**config.mk**
```make
export PLATFORM = sky130hd
export DESIGN_NAME = param_seq_alu
export DESIGN_NICKNAME = d
export VERILOG_FILES = /design/src/rtl/param_seq_alu.sv
export SDC_FILE = /design/constraint.sdc
export NUM_CORES = 1
export LEC_CHECK = 0
export CAP_MARGIN = 10
export CORE_MARGIN = 1.5
export CORE_UTILIZATION = 45
export CTS_BUF_LIST = sky130_fd_sc_hd__clkbuf_8
export CTS_CLUSTER_SIZE = 16
export DETAILED_ROUTE_END_ITERATION = 6
export DONT_BUFFER_PORTS = 1
export HOLD_SLACK_MARGIN = 0.02
export PLACE_DENSITY = 0.61
export SETUP_SLACK_MARGIN = 0.4
export SLEW_MARGIN = 40
export SYNTH_ARGS = -nofsm -noshare
export SYNTH_HDL_FRONTEND = slang
export SYNTH_SLANG_ARGS = --single-unit
```
**constraint.sdc**
```tcl
create_clock -name clk -period 7.1 [get_ports clk]
set_input_delay 1.42 -clock clk [delete_from_list [all_inputs] [get_ports clk]]
set_output_delay 1.42 -clock clk [all_outputs]
set_load 0.03 [all_outputs]
```
**src/rtl/param_seq_alu.sv**
```systemverilog
// Sequential signed ALU. Single-cycle ops (arithmetic, logic, shift,
// compare, divide-by-zero, illegal opcode) finish on the accepting edge.
// MUL and DIV run N shift-add / restoring iterations on operand magnitudes,
// then a sign-fix cycle. All outputs are registered and held between done
// pulses.
module param_seq_alu #(
  parameter int N  = 16,
  parameter int SW = $clog2(N)
) (
  input  logic         clk,
  input  logic         rst,
  input  logic         start,
  input  logic [3:0]   op,
  input  logic [N-1:0] a,
  input  logic [N-1:0] b,
  output logic         busy,
  output logic         done,
  output logic [N-1:0] result,
  output logic [N-1:0] result_hi,
  output logic         zero_flag,
  output logic         sign_flag,
  output logic         overflow,
  output logic         dbz_flag
);

  typedef enum logic [3:0] {
    OP_ADD = 4'd0,  OP_SUB = 4'd1,  OP_DIV = 4'd2,  OP_AND = 4'd3,
    OP_OR  = 4'd4,  OP_XOR = 4'd5,  OP_NOR = 4'd6,  OP_LSL = 4'd7,
    OP_LSR = 4'd8,  OP_ASR = 4'd9,  OP_EQ  = 4'd10, OP_GT  = 4'd11,
    OP_LT  = 4'd12, OP_MUL = 4'd13
  } op_e;

  typedef enum logic [1:0] {S_IDLE, S_CALC, S_FIX, S_DONE} state_e;

  localparam int CW = $clog2(N);

  state_e         state;
  logic [CW-1:0]  cnt;
  logic           is_mul;
  logic           neg_q;      // quotient / product must be negated
  logic           neg_r;      // remainder must be negated (dividend sign)
  logic           div_ovf;    // most-negative / -1 case
  logic [N-1:0]   mc;         // |b|: multiplicand or divisor
  logic [N:0]     acc_hi;     // product high half / partial remainder
  logic [N-1:0]   acc_lo;     // multiplier bits / dividend bits -> quotient

  op_e            op_c;
  logic [SW-1:0]  sh;
  logic           long_op;
  logic [N-1:0]   a_mag, b_mag;

  // single-cycle datapath outputs
  logic [N-1:0]   s_res, s_hi;
  logic           s_ov, s_dbz, s_cmp;

  // iteration and sign-fix datapath
  logic [N:0]     mul_sum, div_shift, div_diff;
  logic           div_ok;
  logic [2*N-1:0] mul_mag, mul_prod;
  logic [N-1:0]   quo, rem;
  logic [N-1:0]   f_res, f_hi;
  logic           f_ov;

  assign op_c    = op_e'(op);
  assign sh      = b[SW-1:0];
  assign long_op = (op_c == OP_MUL) || ((op_c == OP_DIV) && (b != '0));
  assign a_mag   = a[N-1] ? -a : a;
  assign b_mag   = b[N-1] ? -b : b;

  // Combinational result of every operation that completes on the accepting edge.
  // NOTE: every always_comb output gets a default first so no path leaves it unassigned and infers a latch.
  always_comb begin
    s_res = '0;
    s_hi  = '0;
    s_ov  = 1'b0;
    s_dbz = 1'b0;
    s_cmp = 1'b0;
    case (op_c)
      OP_ADD: begin
        s_res = a + b;
        s_ov  = (a[N-1] == b[N-1]) && (s_res[N-1] != a[N-1]);
      end
      OP_SUB: begin
        s_res = a - b;
        s_ov  = (a[N-1] != b[N-1]) && (s_res[N-1] != a[N-1]);
      end
      OP_DIV: begin
        // Only the divide-by-zero case reaches this path.
        s_hi  = a;
        s_dbz = 1'b1;
      end
      OP_AND: s_res = a & b;
      OP_OR:  s_res = a | b;
      OP_XOR: s_res = a ^ b;
      OP_NOR: s_res = ~(a | b);
      OP_LSL: s_res = a << sh;
      OP_LSR: s_res = a >> sh;
      OP_ASR: s_res = $signed(a) >>> sh;
      OP_EQ: begin
        s_res = {{(N-1){1'b0}}, (a == b)};
        s_cmp = 1'b1;
      end
      OP_GT: begin
        s_res = {{(N-1){1'b0}}, ($signed(a) > $signed(b))};
        s_cmp = 1'b1;
      end
      OP_LT: begin
        s_res = {{(N-1){1'b0}}, ($signed(a) < $signed(b))};
        s_cmp = 1'b1;
      end
      OP_MUL: ;  // always takes the iterative path
      default: ; // illegal opcode: all-zero result, zero_flag follows
    endcase
  end

  // One shift-add or restoring-divide step, and the final sign correction.
  always_comb begin
    mul_sum   = acc_hi + (acc_lo[0] ? {1'b0, mc} : '0);
    div_shift = {acc_hi[N-1:0], acc_lo[N-1]};
    div_diff  = div_shift - {1'b0, mc};
    div_ok    = ~div_diff[N];

    mul_mag   = {acc_hi[N-1:0], acc_lo};
    mul_prod  = neg_q ? -mul_mag : mul_mag;
    quo       = neg_q ? -acc_lo : acc_lo;
    rem       = neg_r ? -acc_hi[N-1:0] : acc_hi[N-1:0];

    if (is_mul) begin
      f_res = mul_prod[N-1:0];
      f_hi  = mul_prod[2*N-1:N];
      // Representable in N signed bits only if the top N+1 bits are a sign run.
      f_ov  = (mul_prod[2*N-1:N-1] != '0) && (mul_prod[2*N-1:N-1] != '1);
    end else begin
      f_res = quo;
      f_hi  = rem;
      f_ov  = div_ovf;
    end
  end

  // Control FSM, iteration registers and registered outputs.
  // NOTE: sequential state uses non-blocking assignments so every register samples pre-edge values.
  always_ff @(posedge clk or posedge rst) begin
    if (rst) begin
      state     <= S_IDLE;
      cnt       <= '0;
      is_mul    <= 1'b0;
      neg_q     <= 1'b0;
      neg_r     <= 1'b0;
      div_ovf   <= 1'b0;
      mc        <= '0;
      acc_hi    <= '0;
      acc_lo    <= '0;
      busy      <= 1'b0;
      done      <= 1'b0;
      result    <= '0;
      result_hi <= '0;
      zero_flag <= 1'b0;
      sign_flag <= 1'b0;
      overflow  <= 1'b0;
      dbz_flag  <= 1'b0;
    end else begin
      done <= 1'b0;
      case (state)
        S_IDLE, S_DONE: begin
          state <= S_IDLE;
          if (start && !busy) begin
            if (long_op) begin
              is_mul  <= (op_c == OP_MUL);
              neg_q   <= a[N-1] ^ b[N-1];
              neg_r   <= a[N-1];
              div_ovf <= (op_c == OP_DIV) && (a == {1'b1, {(N-1){1'b0}}}) && (b == '1);
              mc      <= b_mag;
              acc_hi  <= '0;
              acc_lo  <= a_mag;
              cnt     <= '0;
              busy    <= 1'b1;
              state   <= S_CALC;
            end else begin
              result    <= s_res;
              result_hi <= s_hi;
              zero_flag <= (s_res == '0);
              sign_flag <= s_cmp ? 1'b0 : s_res[N-1];
              overflow  <= s_ov;
              dbz_flag  <= s_dbz;
              done      <= 1'b1;
              state     <= S_DONE;
            end
          end
        end
        S_CALC: begin
          if (is_mul) begin
            acc_hi <= {1'b0, mul_sum[N:1]};
            acc_lo <= {mul_sum[0], acc_lo[N-1:1]};
          end else begin
            acc_hi <= div_ok ? div_diff : div_shift;
            acc_lo <= {acc_lo[N-2:0], div_ok};
          end
          cnt <= cnt + 1'b1;
          if (cnt == CW'(N-1)) state <= S_FIX;
        end
        S_FIX: begin
          result    <= f_res;
          result_hi <= f_hi;
          zero_flag <= (f_res == '0);
          sign_flag <= f_res[N-1];
          overflow  <= f_ov;
          dbz_flag  <= 1'b0;
          busy      <= 1'b0;
          done      <= 1'b1;
          state     <= S_DONE;
        end
      endcase
    end
  end

endmodule
```
Word-level counts from Yosys, hierarchy flattened
Index checks and enable logic that the tools add are counted.
{ "op_classes": {"addsub": 10, "magnitude_cmp": 2, "n_eq_ne": 29, "n_shift": 3, "mux": 55, "n_bitwise": 6, "reduce_logical": 23} }
{ "op_table": {"columns": ["operator", "n"], "rows": [
  ["$mux 16", 15],
  ["$pmux 16 s12", 1],
  ["$pmux 16 s2", 3],
  ["$mux 17", 4],
  ["$neg 16->16", 4],
  ["$pmux 17 s2", 1],
  ["$eq 16x16->1 const B", 2],
  ["$logic_not 16->1", 2],
  ["$mux 32", 1],
  ["$neg 32->32", 1],
  ["$eq 4x4->1 const B", 7],
  ["$add 17x16->17", 1],
  ["$ne 17x17->1 const B", 1],
  ["$reduce_bool 17->1", 1],
  ["$sub 17x16->17", 1],
  ["$add 16x16->16", 1],
  ["$and 16x16->16", 1],
  ["$eq 16x16->1", 1],
  ["$eq 4x3->1 const B", 4],
  ["$gt 16x16->1", 1],
  ["$lt 16x16->1", 1],
  ["$mux 1", 16],
  ["$not 16->16", 1],
  ["$or 16x16->16", 1],
  ["30 further kinds", 56]
]} }
{ "word_totals": {"reg_bits": 97, "input_bits": 39, "wordCells": 145} }

Logic depth before layout (Yosys ltp)
{ "depth": {"word_depth": 7, "mapped_depth": 19, "ltp_nobuf": 19} }

Least setup slack after synthesis
OpenSTA, ideal clock, no wires.
{ "synth_path": {"kind": "input port to flip-flop", "from": "input port b[1]", "to": "register zero_flag", "arrival_ns": 4.664, "path_slack_ns": 2.370, "path_stages": 15, "path_buffers": 3, "cell_sequence": "buf_2 buf_2 buf_2 inv_1 ha_1 a21oi_1 o2111ai_1 a211oi_2 nor4_1 or4b_2 a21oi_1 nor4b_1 and4_1 nand4b_1 nand2_1"} }
{ "synth_between": {"elab_chain_len": 7, "word_cells_on_any_way": 22, "cone_classes": "add/sub (2); order compare (2); eq/ne (2); shift (3); mux (4); bitwise (4); reduce/logical (5)"} }
{ "synth_rtl": {"columns": ["element", "line", "text"], "rows": [
  ["start: declaration", "15", "input logic [N-1:0] b,"],
  ["parallel branches: the longest is 7 deep, another holds $sub 16x16->16", null, null],
  ["end signal: assignment", "181", "zero_flag <= (s_res == '0);"],
  ["end signal: assignment", "204", "zero_flag <= (f_res == '0);"],
  ["end: declaration", "20", "output logic zero_flag,"]
]} }
Several ways; the timed one is not identified. The select of a mux whose other input is x is not followed.
A chain may end at the register's enable or synchronous reset.

Worst setup path after layout
{ "layout_path": {"from": "input port b[2]", "to": "register zero_flag"} }
The elaborated chain is that of the path after synthesis.

==> results.py <==
metrics = {
    "synthesis": {
        "synth_nets": 1835,
        "syn_area_per_cell_sq_um": 7.55,
        "netlist-cell-type-count": 89,
        "synth_top_area_share": 0.189,
        "synth-warning-count": 0,
        "yosys_most_used_dff": "dfrtp_1",
        "edff_count_synth": 0,
        "post-synth-top-area-cell": "dfrtp_1",
        "yosys.cell_count.top_type": "nand2_1",
        "synth.ff_latch_count": 97,
        "yosys-top-cells-area": "dfrtp_1 (19%), ha_1 (9.1%), xnor2_1 (5.3%)",
        "synth-seq-area-share": 0.189,
        "netlist_area_sq_um": 12800,
        "postSynth.asyncResetShare": 1.00,
        "post_synth_most_frequent_cells": "nand2_1 (175), nor2_1 (168), a21oi_1 (121), o21ai_0 (121)",
        "post_syn_instances": 1699,
    },
    "detailed_routing": {
        "detailedRoute.firstIterationViolations": 1787,
        "detail_route.wl_per_cell_um": 25.7,
        "detail_route.first_pass.iterations": 6,
        "route.final.wire_length_um": 50800,
        "drtAntennaViolNets": 0,
        "vias": 13200,
        "detail_route.drc_violations": 0,
        "drt-vias-per-instance": 6.68,
    },
    "pwr": {
        "power_density_nw_per_um2": 401,
        "report.power.total_mw": 5.26,
        "leakagePower_nw": 5.31,
        "max_ir_drop_vdd_mv": 0.180,
    },
    "timing": {
        "timing.final.crit_share": 0.659,
        "timing_worst_slew_pin_value_ns": 0.876,
        "totalNegativeSetupSlack_ns": 0,
        "finalMaxSlewViolations": 0,
        "timing.final.crit_period_ns": 4.68,
        "max_slew_headroom": 0.415,
        "fmax_ghz": 0.214,
        "clock_tree_skew_after_final_layout_ns": 0.0211,
        "hold_viol": 0,
        "finalSetupViolCount": 0,
        "grt_setup_unrepaired": "no",
        "timing.hold.ws_ns": 0.532,
    },
    "place": {
        "place_congestion": 1.01,
        "port-buffer-count": 0,
        "detailedPlacementHpwl_um": 37900,
        "dp.cells": 1962,
    },
    "clock_network": {
        "post-cts-setup-buffers": 0,
        "clock-root-buffer": "clkbuf_8",
        "clk_pin_slew_worst_paths_ns": 0.12,
        "postCtsHoldBufs": 0,
        "maximum_level_of_the_cts_h_tree": 3,
        "worst_skew_pair.late_latency_ns": 0.41,
        "cts-resized-gates": 0,
        "worst_case_clock_buffer_depth": 2,
        "cts_made_buffers": 9,
        "tritoncts": "done",
        "cts.sink_count": 97,
    },
    "finish": {
        "postLayoutCoreUtil": 0.470,
        "n_antenna_cell": 0,
        "layout.cells.non_filler": 1979,
        "area_growth_syn_to_layout_pct": 2.39,
        "layout-drive-gt1-share": 0.0712,
        "design.final.nets": 1732,
    },
    "grt": {
        "grt_antenna_before_repair": 2,
        "global_route.overflow_total": 0,
        "first_pass_grt_wire_length_um": 75600,
        "grt_pass1_vias": 12100,
        "grt_use_total": 0.342,
        "grt_max_degree": 55,
    },
    "worst_setup_path": {
        "worstSetupEndpointType": "flop",
        "req_time_crit_path_ns": 7.46,
        "timing.critical_path.to": "zero_flag",
        "timing.critical_path.fanout_max": 35,
        "r2r_setup_slack_ns": 2.48,
        "timing.critical_path.from_type": "primary input",
        "worst_r2r_startpoint": "acc_lo[15]",
        "launch_point_of_the_worst_path": "b[2]",
        "timing.critical_path.arrival_ns": 5.04,
        "crit-reg2reg-capture": "acc_hi[13]",
        "timing.setup.critical_path_class": "primary input to flop",
        "worst_r2r_path_depth": 18,
    },
    "floorplanning": {
        "core_area_sq_um": 27900,
        "die_width_um": 172,
        "die_h_um": 172,
        "fp.dieArea_sq_um": 29500,
        "placementRows": 61,
        "initial_utilization": 0.459,
        "floorplan.io_pins": 77,
    },
    "min_path": {
        "worst_hold_path_type": "flop to flop",
    },
    "flow_run": {
        "maxCapViolCount": 0,
    },
    "status": {
        "outcome": "completed",
    },
}
[sequential cells by signal (all words and copies together) (netlist names)]
name / flops
done: 1
mc: 16
result_hi: 16
div_ovf: 1
busy: 1
sign_flag: 1
zero_flag: 1
acc_lo: 16
overflow: 1
neg_q: 1
cnt: 4
is_mul: 1
result: 16
acc_hi: 17
state: 2
neg_r: 1
dbz_flag: 1
[power breakdown]
part	switching [mW]	total [mW]	internal [mW]	leakage [nW]
registers	0.606	1.42	0.810	1.20
logic	2.11	3.46	1.35	4.00
clock network	0.240	0.386	0.146	0.101
[through the flow]
stage	cell area, sq um	setup WS [ns]
3_3_place_gp	12900	2.21
4_1_cts	13100	2.55
2_1_floorplan	12800	2.37
3_5_place_dp	12900	2.15
5_1_grt	13100	2.18
6_report	13100	2.42
[cells in the final DEF, fill, tap and decap left out, drive strengths merged, types with 27 or more instances in the layout]
cell and instances:
nand2 175, nor3 47, ha 93, nand3 37
nor2 168, xnor2 77, o21ai 124, inv 86
dfrtp 97, mux2i 45, o31ai 27, a21oi 121
[kinds of logic (layout without fill, tap and decap cells)]
logic type,count (synthesis),count (layout),share of synthesized area
simple gates,587,587,0.221
compound gates,514,514,0.266
buf+inv,218,120,0.0668
xor+xnor,100,100,0.0683
fa+ha+maj,97,97,0.0970
flops,97,97,0.189
mux,86,86,0.0922
[area by class of cell]
class / count / area [sq um]
multi-input combinational: 1384 / 9570
fill: 2934 / 14800
clock inverter: 6 / 57.6
inverter: 87 / 329
sequential: 97 / 2430
timing repair buffer: 17 / 140
tap: 378 / 473
clock buffer: 10 / 138
[metal layers]
layer / routed length [um] / GRT usage / vias up
met1: 22100 / 0.480 / 6387
li1: - / - / 5998
met4: 1950 / 0.128 / 0
met2: 21600 / 0.514 / 719
met5: 0 / 0 / -
met3: 5060 / 0.0672 / 118
[worst min path at each step]
stage,startpoint,slack (ns),cells after the start,to
finish,cnt[1],0.53,2,cnt[1]
detailed placement,div_ovf,0.51,1,div_ovf
global placement,cnt[1],0.50,2,cnt[1]
CTS,div_ovf,0.53,1,div_ovf
floorplan,mc[0],0.47,2,mc[0]
global route,cnt[1],0.56,2,cnt[1]
[worst max-delay path, cell delays in order]
cell	delay, ns
clkinv_1	0.43
ha_1	0.58
nand3_1	0.15
o2111ai_1	0.22
a211oi_2	0.41
nor4_1	0.11
or4b_2	0.69
a21oi_1	0.32
nor4b_1	0.26
and4_1	0.22
nand4b_1	0.09
nand2_1	0.09
Note: power is estimated with default switching activity, not from simulation.
